**src/rtl/multicycle_pkg.sv**
```systemverilog
// Shared constants and types for the multicycle integer core: FSM state codes,
// RV32I opcode/funct fields and the ALU operation set.
package multicycle_pkg;

    localparam logic [2:0] ST_IDLE   = 3'd0;
    localparam logic [2:0] ST_FETCH  = 3'd1;
    localparam logic [2:0] ST_DECODE = 3'd2;
    localparam logic [2:0] ST_EXEC   = 3'd3;
    localparam logic [2:0] ST_WB     = 3'd4;
    localparam logic [2:0] ST_TRAP   = 3'd5;

    localparam logic [6:0] OP_R = 7'b0110011;
    localparam logic [6:0] OP_I = 7'b0010011;

    localparam logic [2:0] F3_ADD  = 3'b000;
    localparam logic [2:0] F3_SLL  = 3'b001;
    localparam logic [2:0] F3_SLT  = 3'b010;
    localparam logic [2:0] F3_SLTU = 3'b011;
    localparam logic [2:0] F3_XOR  = 3'b100;
    localparam logic [2:0] F3_SR   = 3'b101;
    localparam logic [2:0] F3_OR   = 3'b110;
    localparam logic [2:0] F3_AND  = 3'b111;

    localparam logic [6:0] F7_BASE = 7'b0000000;
    localparam logic [6:0] F7_ALT  = 7'b0100000;

    typedef enum logic [3:0] {
        ALU_ADD, ALU_SUB, ALU_SLL, ALU_SLT, ALU_SLTU,
        ALU_XOR, ALU_SRL, ALU_SRA, ALU_OR, ALU_AND
    } alu_op_e;

endpackage

```
**src/rtl/multicycle_cpu_if.sv**
```systemverilog
// Instruction-fetch bus: the core drives address/request, memory returns
// the word with a single-cycle valid strobe.
interface multicycle_cpu_if #(
    parameter int XLEN = 32
);
    logic [XLEN-1:0] iaddr;
    logic            ireq;
    logic [31:0]     idata;
    logic            ivalid;

    modport master (output iaddr, ireq, input idata, ivalid);
    modport slave  (input iaddr, ireq, output idata, ivalid);
endinterface

```
**src/rtl/mc_regfile.sv**
```systemverilog
// Architectural register file: two asynchronous read ports, one write port,
// x0 hardwired to zero, and a debug tap on the highest register.
module mc_regfile #(
    parameter int XLEN  = 32,
    parameter int NREGS = 32,
    localparam int AW   = $clog2(NREGS)
) (
    input  logic            clk,
    input  logic            reset,
    input  logic [AW-1:0]   ra1,
    input  logic [AW-1:0]   ra2,
    output logic [XLEN-1:0] rd1,
    output logic [XLEN-1:0] rd2,
    input  logic            we,
    input  logic [AW-1:0]   wa,
    input  logic [XLEN-1:0] wd,
    output logic [XLEN-1:0] dbg_last
);
    logic [XLEN-1:0] regs_q [NREGS];
    logic [XLEN-1:0] regs_d [NREGS];

    always_comb begin
        regs_d = regs_q;
        if (we) begin
            regs_d[wa] = wd;
        end
        regs_d[0] = '0;
    end

    always_ff @(posedge clk or negedge reset) begin
        if (!reset) begin
            regs_q <= '{default: '0};
        end else begin
            regs_q <= regs_d;
        end
    end

    assign rd1      = regs_q[ra1];
    assign rd2      = regs_q[ra2];
    assign dbg_last = regs_q[NREGS-1];
endmodule

```
**src/rtl/multicycle_cpu.sv**
```systemverilog
// Multicycle RV32I/RV64I core executing R/I-type ALU instructions one at a time;
// anything unsupported parks the core in TRAP until reset.
//
// state  | meaning
// IDLE   | one cycle after reset release before the first fetch
// FETCH  | ireq high, waiting for ivalid
// DECODE | legality check, operands latched
// EXEC   | ALU result registered
// WB     | rd written, PC advanced, retire pulse
// TRAP   | terminal illegal-instruction state
module multicycle_cpu
    import multicycle_pkg::*;
#(
    parameter int              XLEN     = 32,
    parameter int              NREGS    = 32,
    parameter logic [XLEN-1:0] RESET_PC = '0,
    parameter int              CNT_W    = 32
) (
    input  logic             clk,
    input  logic             reset,
    multicycle_cpu_if.master fbus,
    output logic             retire,
    output logic [CNT_W-1:0] instret,
    output logic             trap,
    output logic [XLEN-1:0]  dbg_xlast
);
    localparam int AW  = $clog2(NREGS);
    localparam int SHW = $clog2(XLEN);

    logic [2:0]       state_q, state_d;
    logic [XLEN-1:0]  pc_q, pc_d;
    logic [31:0]      ir_q, ir_d;
    logic [XLEN-1:0]  a_q, a_d, b_q, b_d, res_q, res_d;
    alu_op_e          op_q, op_d;
    logic [CNT_W-1:0] instret_q, instret_d;
    logic             ireq_q, ireq_d, retire_q, retire_d, trap_q, trap_d;

    logic [6:0]      opcode, f7;
    logic [4:0]      rd, rs1, rs2;
    logic [2:0]      f3;
    logic            is_r, is_i, idx_ok, f7_ok, illegal, rf_we;
    logic            sh_base, sh_alt, sh_lo_ok;
    logic [XLEN-1:0] imm, rd1, rd2, alu_y;
    logic [SHW-1:0]  shamt;
    alu_op_e         dec_op;

    assign opcode = ir_q[6:0];
    assign rd     = ir_q[11:7];
    assign f3     = ir_q[14:12];
    assign rs1    = ir_q[19:15];
    assign rs2    = ir_q[24:20];
    assign f7     = ir_q[31:25];
    assign is_r   = (opcode == OP_R);
    assign is_i   = (opcode == OP_I);
    assign imm    = {{(XLEN-12){ir_q[31]}}, ir_q[31:20]};
    assign idx_ok = (int'(rd) < NREGS) && (int'(rs1) < NREGS) && (!is_r || int'(rs2) < NREGS);

    // Shift immediates: bit 25 is shamt[5] on RV64 but must be zero on RV32.
    assign sh_base  = (ir_q[31:26] == 6'b000000);
    assign sh_alt   = (ir_q[31:26] == 6'b010000);
    assign sh_lo_ok = (XLEN == 64) || !ir_q[25];

    always_comb begin
        dec_op = ALU_ADD;
        f7_ok  = 1'b0;
        case (f3)
            F3_ADD: begin
                dec_op = (is_r && ir_q[30]) ? ALU_SUB : ALU_ADD;
                f7_ok  = is_i || f7 == F7_BASE || f7 == F7_ALT;
            end
            F3_SLL: begin
                dec_op = ALU_SLL;
                f7_ok  = is_r ? (f7 == F7_BASE) : (sh_base && sh_lo_ok);
            end
            F3_SR: begin
                dec_op = ir_q[30] ? ALU_SRA : ALU_SRL;
                f7_ok  = is_r ? (f7 == F7_BASE || f7 == F7_ALT) : ((sh_base || sh_alt) && sh_lo_ok);
            end
            F3_SLT:  begin dec_op = ALU_SLT;  f7_ok = is_i || f7 == F7_BASE; end
            F3_SLTU: begin dec_op = ALU_SLTU; f7_ok = is_i || f7 == F7_BASE; end
            F3_XOR:  begin dec_op = ALU_XOR;  f7_ok = is_i || f7 == F7_BASE; end
            F3_OR:   begin dec_op = ALU_OR;   f7_ok = is_i || f7 == F7_BASE; end
            F3_AND:  begin dec_op = ALU_AND;  f7_ok = is_i || f7 == F7_BASE; end
            default: begin dec_op = ALU_ADD;  f7_ok = 1'b0; end
        endcase
    end

    assign illegal = !(is_r || is_i) || !f7_ok || !idx_ok;
    assign shamt   = b_q[SHW-1:0];

    always_comb begin
        alu_y = '0;
        case (op_q)
            ALU_ADD:  alu_y = a_q + b_q;
            ALU_SUB:  alu_y = a_q - b_q;
            ALU_SLL:  alu_y = a_q << shamt;
            ALU_SLT:  alu_y = {{(XLEN-1){1'b0}}, $signed(a_q) < $signed(b_q)};
            ALU_SLTU: alu_y = {{(XLEN-1){1'b0}}, a_q < b_q};
            ALU_XOR:  alu_y = a_q ^ b_q;
            ALU_SRL:  alu_y = a_q >> shamt;
            ALU_SRA:  alu_y = XLEN'($signed(a_q) >>> shamt);
            ALU_OR:   alu_y = a_q | b_q;
            ALU_AND:  alu_y = a_q & b_q;
            default:  alu_y = '0;
        endcase
    end

    always_comb begin
        state_d   = state_q;
        pc_d      = pc_q;
        ir_d      = ir_q;
        a_d       = a_q;
        b_d       = b_q;
        op_d      = op_q;
        res_d     = res_q;
        instret_d = instret_q;
        rf_we     = 1'b0;
        case (state_q)
            ST_IDLE: state_d = ST_FETCH;
            ST_FETCH: begin
                if (ireq_q && fbus.ivalid) begin
                    ir_d    = fbus.idata;
                    state_d = ST_DECODE;
                end
            end
            ST_DECODE: begin
                if (illegal) begin
                    state_d = ST_TRAP;
                end else begin
                    a_d     = rd1;
                    b_d     = is_r ? rd2 : imm;
                    op_d    = dec_op;
                    state_d = ST_EXEC;
                end
            end
            ST_EXEC: begin
                res_d   = alu_y;
                state_d = ST_WB;
            end
            ST_WB: begin
                rf_we     = (rd != 5'd0);
                pc_d      = pc_q + XLEN'(4);
                instret_d = instret_q + CNT_W'(1);
                state_d   = ST_FETCH;
            end
            ST_TRAP: state_d = ST_TRAP;
            default: state_d = ST_IDLE;
        endcase
    end

    // Status outputs are flops keyed off the upcoming state so they are glitch-free.
    assign ireq_d   = (state_d == ST_FETCH);
    assign retire_d = (state_d == ST_WB);
    assign trap_d   = (state_d == ST_TRAP);

    always_ff @(posedge clk or negedge reset) begin
        if (!reset) begin
            state_q   <= ST_IDLE;
            pc_q      <= RESET_PC;
            ir_q      <= '0;
            a_q       <= '0;
            b_q       <= '0;
            op_q      <= ALU_ADD;
            res_q     <= '0;
            instret_q <= '0;
            ireq_q    <= 1'b0;
            retire_q  <= 1'b0;
            trap_q    <= 1'b0;
        end else begin
            state_q   <= state_d;
            pc_q      <= pc_d;
            ir_q      <= ir_d;
            a_q       <= a_d;
            b_q       <= b_d;
            op_q      <= op_d;
            res_q     <= res_d;
            instret_q <= instret_d;
            ireq_q    <= ireq_d;
            retire_q  <= retire_d;
            trap_q    <= trap_d;
        end
    end

    mc_regfile #(.XLEN(XLEN), .NREGS(NREGS)) u_regfile (
        .clk      (clk),
        .reset    (reset),
        .ra1      (ir_q[15 +: AW]),
        .ra2      (ir_q[20 +: AW]),
        .rd1      (rd1),
        .rd2      (rd2),
        .we       (rf_we),
        .wa       (ir_q[7 +: AW]),
        .wd       (res_q),
        .dbg_last (dbg_xlast)
    );

    assign fbus.iaddr = pc_q;
    assign fbus.ireq  = ireq_q;
    assign retire     = retire_q;
    assign instret    = instret_q;
    assign trap       = trap_q;
endmodule

```
**src/flat_wrapper.sv**
```systemverilog
// flat-port wrapper written by rule: the top's interface ports become plain ports
module multicycle_cpu_flat import multicycle_pkg::*;
#(
    parameter int              XLEN     = 32,
    parameter int              NREGS    = 32,
    parameter logic [XLEN-1:0] RESET_PC = '0,
    parameter int              CNT_W    = 32
)
  (clk, reset, retire, instret, trap, dbg_xlast, fbus_iaddr, fbus_ireq, fbus_idata, fbus_ivalid);
  multicycle_cpu_if #(.XLEN(XLEN)) fbus_i ();
  input  logic clk;
  input  logic reset;
  output logic retire;
  output logic [CNT_W-1:0] instret;
  output logic trap;
  output logic [XLEN-1:0] dbg_xlast;
  output wire logic [$bits(fbus_i.iaddr)-1:0] fbus_iaddr;
  output wire logic [$bits(fbus_i.ireq)-1:0] fbus_ireq;
  input wire logic [$bits(fbus_i.idata)-1:0] fbus_idata;
  input wire logic [$bits(fbus_i.ivalid)-1:0] fbus_ivalid;
  assign fbus_iaddr = fbus_i.iaddr;
  assign fbus_ireq = fbus_i.ireq;
  assign fbus_i.idata = fbus_idata;
  assign fbus_i.ivalid = fbus_ivalid;
  multicycle_cpu #(.XLEN(XLEN), .NREGS(NREGS), .RESET_PC(RESET_PC), .CNT_W(CNT_W)) u_core (.clk(clk), .reset(reset), .fbus(fbus_i), .retire(retire), .instret(instret), .trap(trap), .dbg_xlast(dbg_xlast));
endmodule
```
**config.mk**
```make
export PLATFORM = sky130hd
export DESIGN_NAME = multicycle_cpu_flat
export DESIGN_NICKNAME = d
export VERILOG_FILES = /design/src/rtl/multicycle_pkg.sv /design/src/rtl/multicycle_cpu_if.sv /design/src/rtl/mc_regfile.sv /design/src/rtl/multicycle_cpu.sv /design/src/flat_wrapper.sv
export SDC_FILE = /design/constraint.sdc
export NUM_CORES = 2
export LEC_CHECK = 0
export BUFFER_PORTS_ARGS = -buffer_cell sky130_fd_sc_hd__buf_2
export CAP_MARGIN = 0
export CORE_MARGIN = 1.5
export CORE_UTILIZATION = 24
export CTS_BUF_LIST = sky130_fd_sc_hd__clkbuf_4 sky130_fd_sc_hd__clkbuf_8
export DETAILED_ROUTE_END_ITERATION = 12
export GPL_ROUTABILITY_DRIVEN = 0
export PLACE_DENSITY = 0.38
export SLEW_MARGIN = 10
export SYNTH_ARGS = -nofsm -noshare
export SYNTH_HDL_FRONTEND = slang
export SYNTH_SLANG_ARGS = --single-unit
```
**constraint.sdc**
```tcl
create_clock -name clk -period 9.5 [get_ports clk]
set_input_delay 1.9 -clock clk [delete_from_list [all_inputs] [get_ports clk]]
set_output_delay 1.9 -clock clk [all_outputs]
set_load 0.005 [all_outputs]
```
==> PnR_summary.wiki <==
{| class="wikitable"
! Metric !! Value
|-
| Clock slew at the register clock pins of the worst setup and hold paths || around 0.07 ns
|-
| Max-slew violation total from the final report || 0
|-
| Number of enable-type register cells in the synthesized netlist || 0
|-
| Final setup TNS || 0 ns
|-
| Mapped cell area || roughly 69,000 sq um
|-
| Most frequent cell after synthesis || sky130_fd_sc_hd__dfrtp_1
|-
| Post-Synth Adder-Cell Area || 1.90%
|-
| Mean routed wirelength per cell || between 20 and 30 um
|-
| Largest voltage drop on the vdd net || 0.000189 V
|-
| CP Capture Type || flip-flop
|-
| Comb pwr share || between 20 and 25%
|-
| Die Y-Extent || approximately 540 um
|-
| Yosys warns || 0
|-
| Internal power component || 10,100 uW
|-
| Horizontal die dimension || approximately 540 um
|-
| H-Tree Depth || 4
|-
| All-Layer GR Usage || around 18%
|-
| Port Buf Inserts || between 100 and 150
|-
| Layout Area Growth over Synthesis || 14.2%
|-
| Insertion delay of the later-clocked pin in the worst-skew pair || ~1.1 ns
|-
| Total grt overflow || 0
|-
| Proportion of netlist area held by the largest area contributor || between 40% and 50%
|-
| Total design power || about 16,000 uW
|-
| Area of the core || around 290,000 sq um
|-
| Clk_skew || roughly 0.17 ns
|-
| Post-Layout Inst Area || a little under 80,000 sq um
|-
| Async set-or-reset flop fraction in the synthesized netlist || 100%
|-
| Rows || just under 200
|-
| Count of buffers added by post-CTS timing repair for setup || 0
|-
| Starting density of the core || about a quarter
|-
| Placed Cells incl. Taps || ~8,700
|-
| DRC violation count after routing || 0
|-
| Post-placement cell area || 73,900 sq um
|-
| Mean instance size in the synthesized netlist || 13.5 sq um
|-
| Core occupancy in the finished layout || 27.5%
|-
| Clock period minus final worst setup slack || roughly 4.8 ns
|-
| Final nets || 5,260
|-
| Share of synthesized cell area in and, or, nand and nor gates || 4.25%
|-
| Vias || about 47,000
|-
| Crit Path Class || flip-flop to flip-flop
|-
| Critical path data required time || between 10 and 15 ns
|-
| Maximum clock path buffer count || 4
|-
| Cells after synthesis || roughly 5,000
|-
| Library cell with the largest summed area after synthesis || sky130_fd_sc_hd__dfrtp_1
|-
| #FFs+latches synth || between 1,000 and 1,500
|-
| Power per cell area || around 200 nW/um^2
|-
| Fraction of power consumed by the clock network || between 30% and 40%
|-
| Primary flip-flop cell chosen by synthesis mapping || sky130_fd_sc_hd__dfrtp_1
|-
| Static Leakage || about 0.035 uW
|-
| Share of final-layout standard cells stronger than drive strength 1 || between 40% and 50%
|-
| Hold-fix buffers at CTS || 0
|-
| Post-DR vias/cell || roughly 5.1
|-
| Arr. time, crit path || 5.64 ns
|-
| Maximum number of pins on one net before global-route repair || about 160
|-
| Endpoints failing setup || 0
|-
| Commonest cells post-synth || 1,192 x sky130_fd_sc_hd__dfrtp_1, 1,116 x sky130_fd_sc_hd__mux2_2, 614 x sky130_fd_sc_hd__mux4_2
|-
| Number of non-filler instances in the completed layout || 9,093
|-
| Post-cts gate resize count || 0
|-
| Part of the power in registers || about 37%
|-
| Peak fanout along the critical path || 27
|-
| Post-synthesis share of cell area spent on xor and xnor gates || between 1 and 1.5%
|-
| Hold Fails Final Rpt || 0
|-
| Number of antenna violations at the first check in global routing || 12
|-
| Number of max-cap violations || 0
|-
| Clk sink count || 1,192
|-
| Startpoint type of the worst setup path || flip-flop
|-
| Share of synthesized area spent on multiplexers || approximately two fifths
|-
| First-pass DRT Iterations || 5
|-
| Combinational family with the most area after synthesis || multiplexers
|-
| Post-synthesis cell type count || 85
|-
| Most area-consuming cells after synthesis || sky130_fd_sc_hd__dfrtp_1 43%, sky130_fd_sc_hd__mux4_2 20%, sky130_fd_sc_hd__mux2_2 18%
|-
| Setup repair after global routing missed its margin || false
|-
| Number of top-level pins || 134
|-
| Synth Area in Compound Gates || approximately 6.0%
|-
| Max Clk Rate || 208 MHz
|-
| Initial detailed-routing violation count || between 3,000 and 4,000
|-
| Buffer type at the clock tree root || sky130_fd_sc_hd__clkbuf_8
|-
| P_sw || roughly 5500 uW
|-
| Total die area || just under 300,000 sq um
|-
| Wire length of the first global-routing pass || between 300,000 and 400,000 um
|-
| Slew of the pin with the lowest slew margin || around 1.2 ns
|-
| Run status || completed
|-
| Number of clock buffers inserted by TritonCTS || between 200 and 250
|-
| Fraction of the cycle the final worst path needs || a little over 50%
|-
| Vias in the first global route || about 49,000
|-
| Switching portion of total power || between 30% and 40%
|-
| Sequential fraction of the synthesis area || approximately 43%
|-
| Max-slew headroom || between 15 and 20%
|-
| Type of the worst min-delay path || flip-flop to flip-flop
|-
| TritonCTS clock tree || yes
|-
| Hpwl dp || ~160,000 um
|-
| ANT nets after route || 0
|-
| Routed Wire Length || roughly 260,000 um
|}
cells by family (layout without fill, tap and decap cells):
| logic type | after synthesis | after routing |
|---|---|---|
| xor+xnor | 93 | 93 |
| flops | 1192 | 1192 |
| other cells | 1 | 6 |
| compound gates | 637 | 637 |
| fa+ha+maj | 104 | 104 |
| mux | 1839 | 1839 |
| simple gates | 640 | 640 |
| buf+inv | 633 | 801 |
worst max-delay path, cell delays in order, from the launching register on:
cell                       delay [ns]
sky130_fd_sc_hd__dfrtp_2         0.75
sky130_fd_sc_hd__inv_2           0.46
sky130_fd_sc_hd__ha_1            0.48
sky130_fd_sc_hd__nor2_1          0.08
sky130_fd_sc_hd__o311ai_0        0.61
sky130_fd_sc_hd__a32oi_1         0.33
sky130_fd_sc_hd__a41oi_1         0.54
sky130_fd_sc_hd__o21a_1          0.38
sky130_fd_sc_hd__o211ai_2        0.18
sky130_fd_sc_hd__a21oi_1         0.43
sky130_fd_sc_hd__mux2i_1         0.26
sky130_fd_sc_hd__a31oi_1         0.11
power groups by stage:
stage               combinational [uW]  clock (uW)  sequential (uW)
global placement                  3970           0             5870
detailed placement                3970           0             5870
finish                            3870        5940             5770
global route                      4080        6370             5800
CTS                               3970        6170             5780
floorplan                         2740           0             5350
path summary, 6_finish.rpt:
check / start / end / slack [ns] / depth (start not counted)
min in group asynchronous: reset / u_core.res_q[20]$_DFFE_PN0P_ / 0.96 / 1
max in group asynchronous: reset / u_core.u_regfile.regs_q[192]$_DFFE_PN0P_ / 6.46 / 3
min reg2reg: u_core.fbus.iaddr[31]$_DFFE_PN0P_ / u_core.fbus.iaddr[31]$_DFFE_PN0P_ / 0.46 / 1
min: u_core.fbus.iaddr[31]$_DFFE_PN0P_ / u_core.fbus.iaddr[31]$_DFFE_PN0P_ / 0.46 / 1
max reg2reg: u_core.b_q[1]$_DFFE_PN0N_ / u_core.res_q[31]$_DFFE_PN0P_ / 4.70 / 11
max: u_core.b_q[1]$_DFFE_PN0N_ / u_core.res_q[31]$_DFFE_PN0P_ / 4.70 / 11
cell usage in the layout (no fill, tap or decap), types with 105 or more instances in the layout:
cell                       instances
sky130_fd_sc_hd__a21oi_1         136
sky130_fd_sc_hd__buf_4           124
sky130_fd_sc_hd__buf_2           130
sky130_fd_sc_hd__inv_1           105
sky130_fd_sc_hd__mux4_2          614
sky130_fd_sc_hd__o21ai_0         188
sky130_fd_sc_hd__dfrtp_1        1177
sky130_fd_sc_hd__clkbuf_8        307
sky130_fd_sc_hd__mux2_2         1116
sky130_fd_sc_hd__nor2_1          181
sky130_fd_sc_hd__nand2_1         210
per-stage QoR:
step | setup WS, ns | hold WS, ns
after floorplan | 5.85 | 0.465
after global placement | 4.83 | 0.453
after detailed placement | 4.90 | 0.456
after CTS | 4.80 | 0.467
after global routing | 4.53 | 0.483
final | 4.70 | 0.464
per-layer routing:
| layer | wire, um | GRT usage [%] |
|---|---|---|
| met3 | 11600 | 2.39 |
| met1 | 119000 | 24.2 |
| met5 | 15 | 0 |
| met2 | 127000 | 29.7 |
| met4 | 6890 | 4.93 |
registers in the layout (all words and copies together), names as in the netlist, 30 cells and up:
name	count
u_core.instret	32
u_core.fbus.iaddr	30
u_core.a_q	32
u_core.res_q	32
u_core.u_regfile.dbg_last	32
u_core.b_q	32
u_core.ir_q	32
u_core.u_regfile.regs_q	960
layout make-up:
cell class                      instances  area (sq um)
Tap cell                             3781          4730
Clock buffer                          387          4830
Antenna cell                            4          10.0
Fill cell                           29500        209000
Multi-Input combinational cell       3315         37100
Sequential cell                      1192         29900
Inverter                              108           405
Clock inverter                         41           503
Timing Repair Buffer                  265          1800
No activity file was read; power rests on OpenSTA's default activity.
